<file path="src/rtl/router_pkg.sv">
// Shared constants and helpers for the router register stage: check-mode
// selectors, the CRC-8 step function and header address extraction.
package router_pkg;

  localparam int CHK_XOR  = 0;
  localparam int CHK_CRC8 = 1;

  localparam logic [7:0] CRC8_POLY = 8'h07;

  // One byte of MSB-first CRC-8 (poly 0x07), no reflection, no final xor.
  function automatic logic [7:0] crc8_next(input logic [7:0] crc, input logic [7:0] data);
    logic [7:0] c;
    c = crc ^ data;
    for (int i = 0; i < 8; i++) begin
      c = c[7] ? ((c << 1) ^ CRC8_POLY) : (c << 1);
    end
    return c;
  endfunction

  function automatic int unsigned hdr_addr(input logic [31:0] data, input int unsigned addr_w);
    logic [31:0] mask;
    mask = (32'd1 << addr_w) - 32'd1;
    return data & mask;
  endfunction

endpackage

</file>
<file path="src/rtl/router_hold_fifo.sv">
// Small circular hold buffer that absorbs FIFO back-pressure. Head is visible
// combinationally so the caller can register it onto its output bus.
module router_hold_fifo #(
  parameter int W     = 9,
  parameter int DEPTH = 2,
  localparam int CNT_W = $clog2(DEPTH + 1)
) (
  input  logic             clk,
  input  logic             resetn,
  input  logic             push,
  input  logic             pop,
  input  logic [W-1:0]     din,
  output logic [W-1:0]     head,
  output logic [CNT_W-1:0] count,
  output logic             full,
  output logic             empty
);

  localparam int PTR_W = (DEPTH > 1) ? $clog2(DEPTH) : 1;

  logic [W-1:0]     mem [DEPTH];
  logic [PTR_W-1:0] wr_q, wr_d, rd_q, rd_d;
  logic [CNT_W-1:0] cnt_q, cnt_d;
  logic             do_push, do_pop;

  assign full  = (cnt_q == CNT_W'(DEPTH));
  assign empty = (cnt_q == '0);
  assign count = cnt_q;
  assign head  = mem[rd_q];

  // A push into a full buffer only lands when a pop frees the head slot.
  assign do_push = push && (!full || pop);
  assign do_pop  = pop && !empty;

  function automatic logic [PTR_W-1:0] ptr_inc(input logic [PTR_W-1:0] p);
    return (p == PTR_W'(DEPTH - 1)) ? '0 : p + 1'b1;
  endfunction

  always_comb begin
    wr_d  = wr_q;
    rd_d  = rd_q;
    cnt_d = cnt_q;
    if (do_push) wr_d = ptr_inc(wr_q);
    if (do_pop)  rd_d = ptr_inc(rd_q);
    if (do_push && !do_pop)      cnt_d = cnt_q + 1'b1;
    else if (do_pop && !do_push) cnt_d = cnt_q - 1'b1;
  end

  always_ff @(posedge clk or negedge resetn) begin
    if (!resetn) begin
      wr_q  <= '0;
      rd_q  <= '0;
      cnt_q <= '0;
    end else begin
      wr_q  <= wr_d;
      rd_q  <= rd_d;
      cnt_q <= cnt_d;
    end
  end

  always_ff @(posedge clk) begin
    if (do_push) mem[wr_q] <= din;
  end

endmodule

</file>
<file path="src/rtl/router_reg_gen.sv">
// Router datapath register stage: header capture, payload forwarding with a
// tagged hold buffer for back-pressure, packet check and error counting.
module router_reg_gen
  import router_pkg::*;
#(
  parameter int DW         = 8,
  parameter int ADDR_W     = 2,
  parameter int N_DEST     = 3,
  parameter int HOLD_DEPTH = 2,
  parameter int CHK_MODE   = 0,
  parameter int ERR_CNT_W  = 8,
  localparam int CNT_W     = $clog2(HOLD_DEPTH + 1)
) (
  input  logic                 clk,
  input  logic                 resetn,
  input  logic                 pkt_valid,
  input  logic                 fifo_full,
  input  logic                 rst_int_reg,
  input  logic                 detect_add,
  input  logic                 lfd_state,
  input  logic                 ld_state,
  input  logic                 laf_state,
  input  logic                 full_state,
  input  logic [DW-1:0]        data_in,
  output logic [DW-1:0]        dout,
  output logic                 dout_valid,
  output logic                 parity_done,
  output logic                 low_pkt_valid,
  output logic                 err,
  output logic [CNT_W-1:0]     hold_cnt,
  output logic [ERR_CNT_W-1:0] err_cnt
);

  logic [DW-1:0]        header_q, header_d, acc_q, acc_d, chk_q, chk_d, dout_q, dout_d;
  logic                 ovf_q, ovf_d, dout_valid_q, dout_valid_d, parity_done_q, parity_done_d;
  logic                 low_pkt_valid_q, low_pkt_valid_d, err_q, err_d;
  logic [ERR_CNT_W-1:0] err_cnt_q, err_cnt_d;

  logic          push, pop, hold_full, hold_empty, drop, do_fold, parity_out;
  logic [DW:0]   push_data, head;
  logic [DW-1:0] fold_byte, fold_res, parity_chk;
  logic          unused_full_state;

  assign unused_full_state = full_state;

  router_hold_fifo #(.W(DW + 1), .DEPTH(HOLD_DEPTH)) u_hold (
    .clk    (clk),
    .resetn (resetn),
    .push   (push),
    .pop    (pop),
    .din    (push_data),
    .head   (head),
    .count  (hold_cnt),
    .full   (hold_full),
    .empty  (hold_empty)
  );

  generate
    if (CHK_MODE == CHK_CRC8) begin : g_crc
      assign fold_res = DW'(crc8_next(8'(acc_q), 8'(fold_byte)));
    end else begin : g_xor
      assign fold_res = acc_q ^ fold_byte;
    end
  endgenerate

  always_comb begin
    header_d        = header_q;
    acc_d           = acc_q;
    chk_d           = chk_q;
    ovf_d           = ovf_q;
    dout_d          = dout_q;
    dout_valid_d    = 1'b0;
    parity_done_d   = 1'b0;
    low_pkt_valid_d = low_pkt_valid_q;
    err_d           = err_q;
    err_cnt_d       = err_cnt_q;
    push            = 1'b0;
    pop             = 1'b0;
    push_data       = {!pkt_valid, data_in};
    fold_byte       = data_in;
    do_fold         = 1'b0;
    parity_out      = 1'b0;
    parity_chk      = chk_q;

    if (detect_add) begin
      if (pkt_valid && hdr_addr(32'(data_in), ADDR_W) < N_DEST) header_d = data_in;
      acc_d           = '0;
      chk_d           = '0;
      err_d           = 1'b0;
      ovf_d           = 1'b0;
      low_pkt_valid_d = 1'b0;
    end

    if (lfd_state) begin
      dout_d       = header_q;
      dout_valid_d = 1'b1;
      fold_byte    = header_q;
      do_fold      = 1'b1;
    end else if (ld_state) begin
      push = fifo_full || !hold_empty;
      pop  = !fifo_full && !hold_empty;
      if (!fifo_full) begin
        dout_valid_d = 1'b1;
        if (hold_empty) begin
          dout_d     = data_in;
          parity_out = !pkt_valid;
          parity_chk = data_in;
        end else begin
          dout_d     = head[DW-1:0];
          parity_out = head[DW];
        end
      end
      if (pkt_valid && !drop) do_fold = 1'b1;
      if (!pkt_valid) begin
        chk_d           = data_in;
        low_pkt_valid_d = 1'b1;
      end
    end else if (laf_state && !fifo_full && !hold_empty) begin
      pop          = 1'b1;
      dout_d       = head[DW-1:0];
      dout_valid_d = 1'b1;
      parity_out   = head[DW];
    end

    if (drop)        ovf_d           = 1'b1;
    if (do_fold)     acc_d           = fold_res;
    if (rst_int_reg) low_pkt_valid_d = 1'b0;

    // Verdict is taken when the parity byte actually leaves on dout.
    if (parity_out) begin
      parity_done_d = 1'b1;
      err_d         = (acc_q != parity_chk) || ovf_q;
      if (err_d && err_cnt_q != '1) err_cnt_d = err_cnt_q + ERR_CNT_W'(1);
    end
  end

  assign drop = push && !pop && hold_full;

  always_ff @(posedge clk or negedge resetn) begin
    if (!resetn) begin
      header_q        <= '0;
      acc_q           <= '0;
      chk_q           <= '0;
      ovf_q           <= 1'b0;
      dout_q          <= '0;
      dout_valid_q    <= 1'b0;
      parity_done_q   <= 1'b0;
      low_pkt_valid_q <= 1'b0;
      err_q           <= 1'b0;
      err_cnt_q       <= '0;
    end else begin
      header_q        <= header_d;
      acc_q           <= acc_d;
      chk_q           <= chk_d;
      ovf_q           <= ovf_d;
      dout_q          <= dout_d;
      dout_valid_q    <= dout_valid_d;
      parity_done_q   <= parity_done_d;
      low_pkt_valid_q <= low_pkt_valid_d;
      err_q           <= err_d;
      err_cnt_q       <= err_cnt_d;
    end
  end

  assign dout          = dout_q;
  assign dout_valid    = dout_valid_q;
  assign parity_done   = parity_done_q;
  assign low_pkt_valid = low_pkt_valid_q;
  assign err           = err_q;
  assign err_cnt       = err_cnt_q;

endmodule

</file>
<file path="config.mk">
export PLATFORM = sky130hd
export DESIGN_NAME = router_reg_gen
export DESIGN_NICKNAME = d
export VERILOG_FILES = /design/src/rtl/router_pkg.sv /design/src/rtl/router_hold_fifo.sv /design/src/rtl/router_reg_gen.sv
export SDC_FILE = /design/constraint.sdc
export NUM_CORES = 1
export LEC_CHECK = 0
export ABC_AREA = 1
export CAP_MARGIN = 5
export CORE_MARGIN = 2
export CORE_UTILIZATION = 50
export DETAILED_ROUTE_END_ITERATION = 6
export DONT_BUFFER_PORTS = 1
export PLACE_DENSITY_LB_ADDON = 0.12
export SYNTH_ARGS = -nofsm -noshare
export SYNTH_HDL_FRONTEND = slang
export SYNTH_SLANG_ARGS = --single-unit
</file>
<file path="constraint.sdc">
create_clock -name clk -period 4.7 [get_ports clk]
set_input_delay 0.94 -clock clk [delete_from_list [all_inputs] [get_ports clk]]
set_output_delay 0.94 -clock clk [all_outputs]
set_load 0.05 [all_outputs]
</file>
==> impl_metrics.csv, run 1 <==
group,metric,value,unit
outcome,outcome,"finished, final reports clean",
synthesis,seq_area_frac_synth,0.5306,
sta,whs,281.5,ps
synthesis,ys_ff_latch,67,
synthesis,synth_compound_area_frac,0.1064,
sta,slew_violations,0,
sta,tns,0,ps
pwr,power_frac_comb,0.227,
setup_path,worstReg2RegStart,"u_hold.count[0]$_DFFE_PN0P_",
pwr,p_per_area,536.8,nW/um2
synthesis,synth_top_family_by_area,"simple AND/OR/NAND/NOR gates",
pwr,peakVddDrop,0.0002932,V
finish,fin_area,3580,um2
synthesis,syn_avg_cell_area,8.950,um2
worst_hold_path,hp-class,"in -> async",
route,vias,2513,
clock_tree,cts_buffers,9,
place,placed_cells,441,
synthesis,syn-cell-area,3329,um2
place,portBuffers,0,
sta,skew,10.61,ps
global_route,grt_pass1_wl,12290,um
synthesis,ys.flop_type,"dfrtp_1",
pwr,p_int,0.001130,W
die,die_area,7327,um2
synthesis,async_reset_ff_frac,0.7313,
route,drtIter0Drc,180,
global_route,overflow,0,
pwr,p_seq_frac,0.527,
global_route,first_global_vias,2545,
die,pin_count,40,
sta,max_freq,0.3638,GHz
setup_path,ff2ff_path_depth,8,
setup_path,critPathRequiredTime,4670,ps
setup_path,crit_start,"u_hold.count[0]$_DFFE_PN0P_",
pwr,p_clk_frac,0.246,
synthesis,synthCells,372,
die,core.rowCount,29,
setup_path,r2r_slack,1950,ps
synthesis,post-synth-top-count-cell,"nand2_1",
sta,max_slew_margin,0.3113,
route,wirelength,7216,um
die,die_h,85.60,um
finish,drive_gt1_frac,0.08158,
place,gp_congestion,0.8040,
finish,nets,395,
place,placed_cell_area,3386,um2
setup_path,critPathMaxFanout,10,
pwr,total_power,0.001922,W
place,dp_hpwl,5167,um
global_route,grtUsageTotal,0.2184,
clock_tree,cts_tree,"yes",
synthesis,yosys.area_share.simple,0.2416,
clock_tree,cts.sinks,67,
synthesis,synth_common_cells,"nand2_1 (115), dfrtp_1 (49), inv_1 (45)",
setup_path,cp-start-kind,"register",
setup_path,crit_arrival,2720,ps
finish,final_cells,457,
synthesis,ys_types,32,
die,core_area,6386,um2
global_route,grt_max_degree,50,
sta,period_needed,2749,ps
synthesis,synth_xor_area_frac,0.04472,
clock_tree,clockRootBuffer,"clkbuf_8",
die,start_util,0.5214,
pwr,p_sw,0.0007917,W
setup_path,path_class,"reg -> reg",
synthesis,syn-num-nets,392,
clock_tree,path_clk_slew,80,ps
synthesis,synth-adder-area-share,0.007516,
synthesis,synth_edf_count,18,
sta,setup_viol,0,
sta,hold_viol,0,
clock_tree,htree_levels,3,
clock_tree,clock_path_buffers,2,
route,drc,0,
synthesis,synthTopCellsByArea,"dfrtp_1 (37%), edfxtp_1 (16%), nand2_1 (13%), inv_1 (5.1%), xor2_1 (3.7%)",
finish,antennaDiodeCount,0,
sta,period_share,0.5849,
sta,grt_setup_unrepaired,"false",
finish,syn2layout_area_growth,7.516,%
pwr,leakage,1.645,nW
die,dieWidth,85.60,um
synthesis,muxShareOfSynthArea,0.003006,
synthesis,ys_warn_count,0,
route,firstDrtPassIters,4,
synthesis,synth.top_cell.area_share,0.3683,
sta,tightest_slew,1029,ps
setup_path,end_kind,"register",
setup_path,r2r_end,"u_hold.mem[1][0]$_DFFE_PP_",
clock_tree,clock_latency,340,ps
route,wl_per_cell,15.79,um
route,via_per_inst,5.499,
global_route,antenna_found_initial,0,
run,drv_cap,0,
synthesis,yosysTopAreaCell,"dfrtp_1",
clock_tree,post_cts_buffers,0,
pwr,swShare,0.4120,
route,ant_nets,0,
clock_tree,cts_resized,0,
clock_tree,cts_hold_buf,0,
-- power by group through the flow --
stage	registers [W]	logic (W)	clock network (W)
after global placement	0.00102	0.000424	0
after floorplan	0.000990	0.000377	0
after detailed placement	0.00103	0.000435	0
after CTS	0.00102	0.000438	0.000486
after global routing	0.00103	0.000506	0.000512
final	0.00101	0.000435	0.000473
-- sequential cells by signal (all words and copies together) (netlist names) --
register,cells
dout_valid,1
err_cnt,8
ovf_q,1
chk_q,8
u_hold.rd_q,1
u_hold.wr_q,1
low_pkt_valid,1
err,1
u_hold.mem,18
dout,8
header_q,8
u_hold.count,2
parity_done,1
acc_q,8
-- logic make-up after synthesis --
logic type | Yosys count
simple gates | 176
flops | 67
buf+inv | 56
compound gates | 53
xor+xnor | 17
fa+ha+maj | 2
mux | 1
-- through the flow --
step	setup slack, ps	utilization
3_5_place_dp	1851	0.5302
4_1_cts	1879	0.5605
5_1_grt	1672	0.5605
2_1_floorplan	2274	-
6_report	1951	0.5605
3_3_place_gp	1885	0.5302
-- layout make-up --
| cell class | count | area [um2] |
|---|---|---|
| fillers | 598 | 2806 |
| flip-flops and latches | 67 | 1767 |
| multi-input cells | 249 | 1343 |
| inverters | 48 | 180.2 |
| clock buffers | 10 | 127.6 |
| well taps | 77 | 96.34 |
| clock inverters | 6 | 66.31 |
-- cells in the final DEF, fill, tap and decap left out, types with 9 or more instances in the layout --
master,count
clkbuf_8,9
dfrtp_1,49
edfxtp_1,18
inv_1,45
nand2_1,115
nand3_1,18
nand4_1,12
nor2_1,17
o21ai_0,15
o22ai_1,12
xor2_1,14
-- worst max path at each step --
stage	to	slack, ps
6_report	u_hold.mem[1][0]$_DFFE_PP_	1950
5_1_grt	u_hold.mem[1][0]$_DFFE_PP_	1670
3_5_place_dp	u_hold.mem[1][3]$_DFFE_PP_	1850
3_3_place_gp	u_hold.mem[1][4]$_DFFE_PP_	1880
4_1_cts	u_hold.mem[1][0]$_DFFE_PP_	1880
2_1_floorplan	u_hold.mem[1][0]$_DFFE_PP_	2270
-- routing by layer --
metal	track usage	wire length, um	vias up
met1	0.2832	3168	1195
li1	-	-	1248
met5	0	0	-
met2	0.3523	3471	61
met4	0.07648	108	0
met3	0.06256	468	9
-- worst max-delay path, stage by stage (launching register included) --
cell     delay (ps)
dfrtp_1         760
nor2_4          150
inv_2           120
nor2_4           70
nor2_2          340
nand2_4         130
nand2_1          80
nand2_1          80
nor2_1          640
(Power assumes the default switching activity.)
==> run 2, diff against run 1 <==
==> constraint.sdc (replaced) <==
create_clock -name clk -period 2.5 [get_ports clk]
set_input_delay 0.5 -clock clk [delete_from_list [all_inputs] [get_ports clk]]
set_output_delay 0.5 -clock clk [all_outputs]
set_load 0.05 [all_outputs]
==> run 2 against run 1 <==
  * Total power grew 94%
  * Final area grew 4.3%
  * Worst hold slack lost 85 ps
  * Combinational power grew to 2.6 times the previous value
  * Non-clock buffer count grew 18
  * Clock-buffer cell count shrank 1
  * Highest routed layer unchanged
  * Critical endpoint is now u_hold.count[1]$_DFFE_PN0P_
==> impl_metrics.csv, run 2 (synthesized netlist as in run 1, its figures left out) <==
group,metric,value,unit
place,dp_hpwl,5324,um
clock_tree,post_cts_buffers,0,
finish,drive_gt1_frac,0.1231,
sta,slew_violations,0,
sta,hold_viol,0,
sta,setup_viol,0,
setup_path,cp-start-kind,"register",
sta,tightest_slew,581.2,ps
clock_tree,cts.sinks,67,
die,core.rowCount,29,
finish,regMostFlops,"u_hold.mem",
sta,tns,0,ps
sta,grt_setup_unrepaired,"false",
setup_path,path_cells,"nor2_4, inv_2, nor2_4, nor2_2, nand2_4, nand2_1, nand2_1, inv_1, ha_1, a21oi_1, o21ai_0, xor2_1",
route,drc,0,
worst_hold_path,hp-class,"in -> reg",
place,gp_congestion,0.8691,
route,firstDrtPassIters,5,
pwr,leakage,1.747,nW
clock_tree,clock_path_buffers,2,
die,start_util,0.5214,
route,via_per_inst,5.406,
worst_hold_path,min_from,"rst_int_reg",
clock_tree,htree_levels,3,
global_route,first_global_vias,2663,
pwr,peakVddDrop,0.0005579,V
setup_path,crit_arrival,2350,ps
global_route,grtUsageTotal,0.2263,
sta,max_freq,0.4713,GHz
route,vias,2568,
setup_path,worstReg2RegStart,"u_hold.count[1]$_DFFE_PN0P_",
global_route,grt_pass1_wl,12590,um
sta,period_share,0.8487,
die,pin_count,40,
run,drv_cap,0,
finish,syn2layout_area_growth,12.18,%
pwr,p_per_area,1000,nW/um2
sta,period_needed,2122,ps
finish,antennaDiodeCount,0,
clock_tree,cts_buffers,9,
finish,nets,413,
place,placed_cell_area,3506,um2
setup_path,end_kind,"register",
clock_tree,clockRootBuffer,"clkbuf_8",
setup_path,crit_start,"u_hold.count[1]$_DFFE_PN0P_",
pwr,total_power,0.003736,W
setup_path,critPathRequiredTime,2730,ps
die,die_area,7327,um2
die,die_h,85.60,um
finish,largest_reg_flops,18,
route,wirelength,7385,um
global_route,antenna_found_initial,0,
clock_tree,cts_hold_buf,2,
die,dieWidth,85.60,um
outcome,outcome,"finished, final reports clean",
route,drtIter0Drc,157,
finish,layout_commonest_cell,"nand2_1",
route,wl_per_cell,15.55,um
route,ant_nets,0,
clock_tree,cts_resized,0,
finish,mostFrequentLayoutCells,"nand2_1 (115), dfrtp_1 (49), inv_1 (45)",
setup_path,critPathMaxFanout,8,
place,portBuffers,0,
global_route,grt_max_degree,50,
global_route,overflow,0,
sta,max_slew_margin,0.6111,
finish,fin_area,3735,um2
setup_path,max_stage_delay,400,ps
die,core_area,6386,um2
setup_path,cpMaxStageDelayCell,"dfrtp_1",
clock_tree,clock_latency,350,ps
sta,skew,4.759,ps
setup_path,path_class,"reg -> reg",
clock_tree,cts_tree,"yes",
clock_tree,path_clk_slew,70,ps
run 2: critical path, delay by kind of cell, from the launching register on:
kind	cells	cell delay, ps
xor+xnor	1	160
fa+ha+maj	1	250
buf+inv	2	170
simple gates	6	780
flops	1	400
compound gates	2	240
run 2: worst paths after layout:
path | endpoint | slack [ps] | cells after the start
max in group asynchronous | parity_done$_DFF_PN0_ | 1600 | 2
min in group asynchronous | header_q[4]$_DFFE_PN0P_ | 660 | 2
min | low_pkt_valid$_DFF_PN0_ | 200 | 1
min reg2reg | header_q[6]$_DFFE_PN0P_ | 490 | 2
max reg2reg | u_hold.count[1]$_DFFE_PN0P_ | 380 | 12
max | u_hold.count[1]$_DFFE_PN0P_ | 380 | 12
run 2: routing by layer:
layer,track usage,routed length (um),vias to the layer above
li1,-,-,1277
met1,0.2899,3299,1215
met2,0.3572,3541,57
met3,0.07218,370,19
met4,0.09380,172,0
met5,0,0,-
run 2: final cells by class:
class	instances	area, um2
Clock buffer	9	123.9
Clock inverter	7	67.56
Sequential cell	67	1767
Timing Repair Buffer	18	157.7
Tap cell	77	96.34
Inverter	48	180.2
Fill cell	586	2651
Multi-Input combinational cell	249	1343
run 2: power by group:
| part | total (W) | internal, W | switching (W) | leakage [nW] |
|---|---|---|---|---|
| Sequential | 0.00171 | 0.00136 | 0.000349 | 0.787 |
| Clock | 0.000892 | 0.000456 | 0.000435 | 0.0931 |
| Combinational | 0.00114 | 0.000391 | 0.000746 | 0.866 |
run 2: metrics by stage:
step	hold slack [ps]	instances	utilization	setup slack, ps
after floorplan	204.4	372	-	195.1
after global placement	205.4	457	0.5490	389.3
after detailed placement	205.5	457	0.5490	330.2
after CTS	180.0	475	0.5848	358.6
after global routing	182.9	475	0.5848	181.2
final	196.9	475	0.5848	378.2
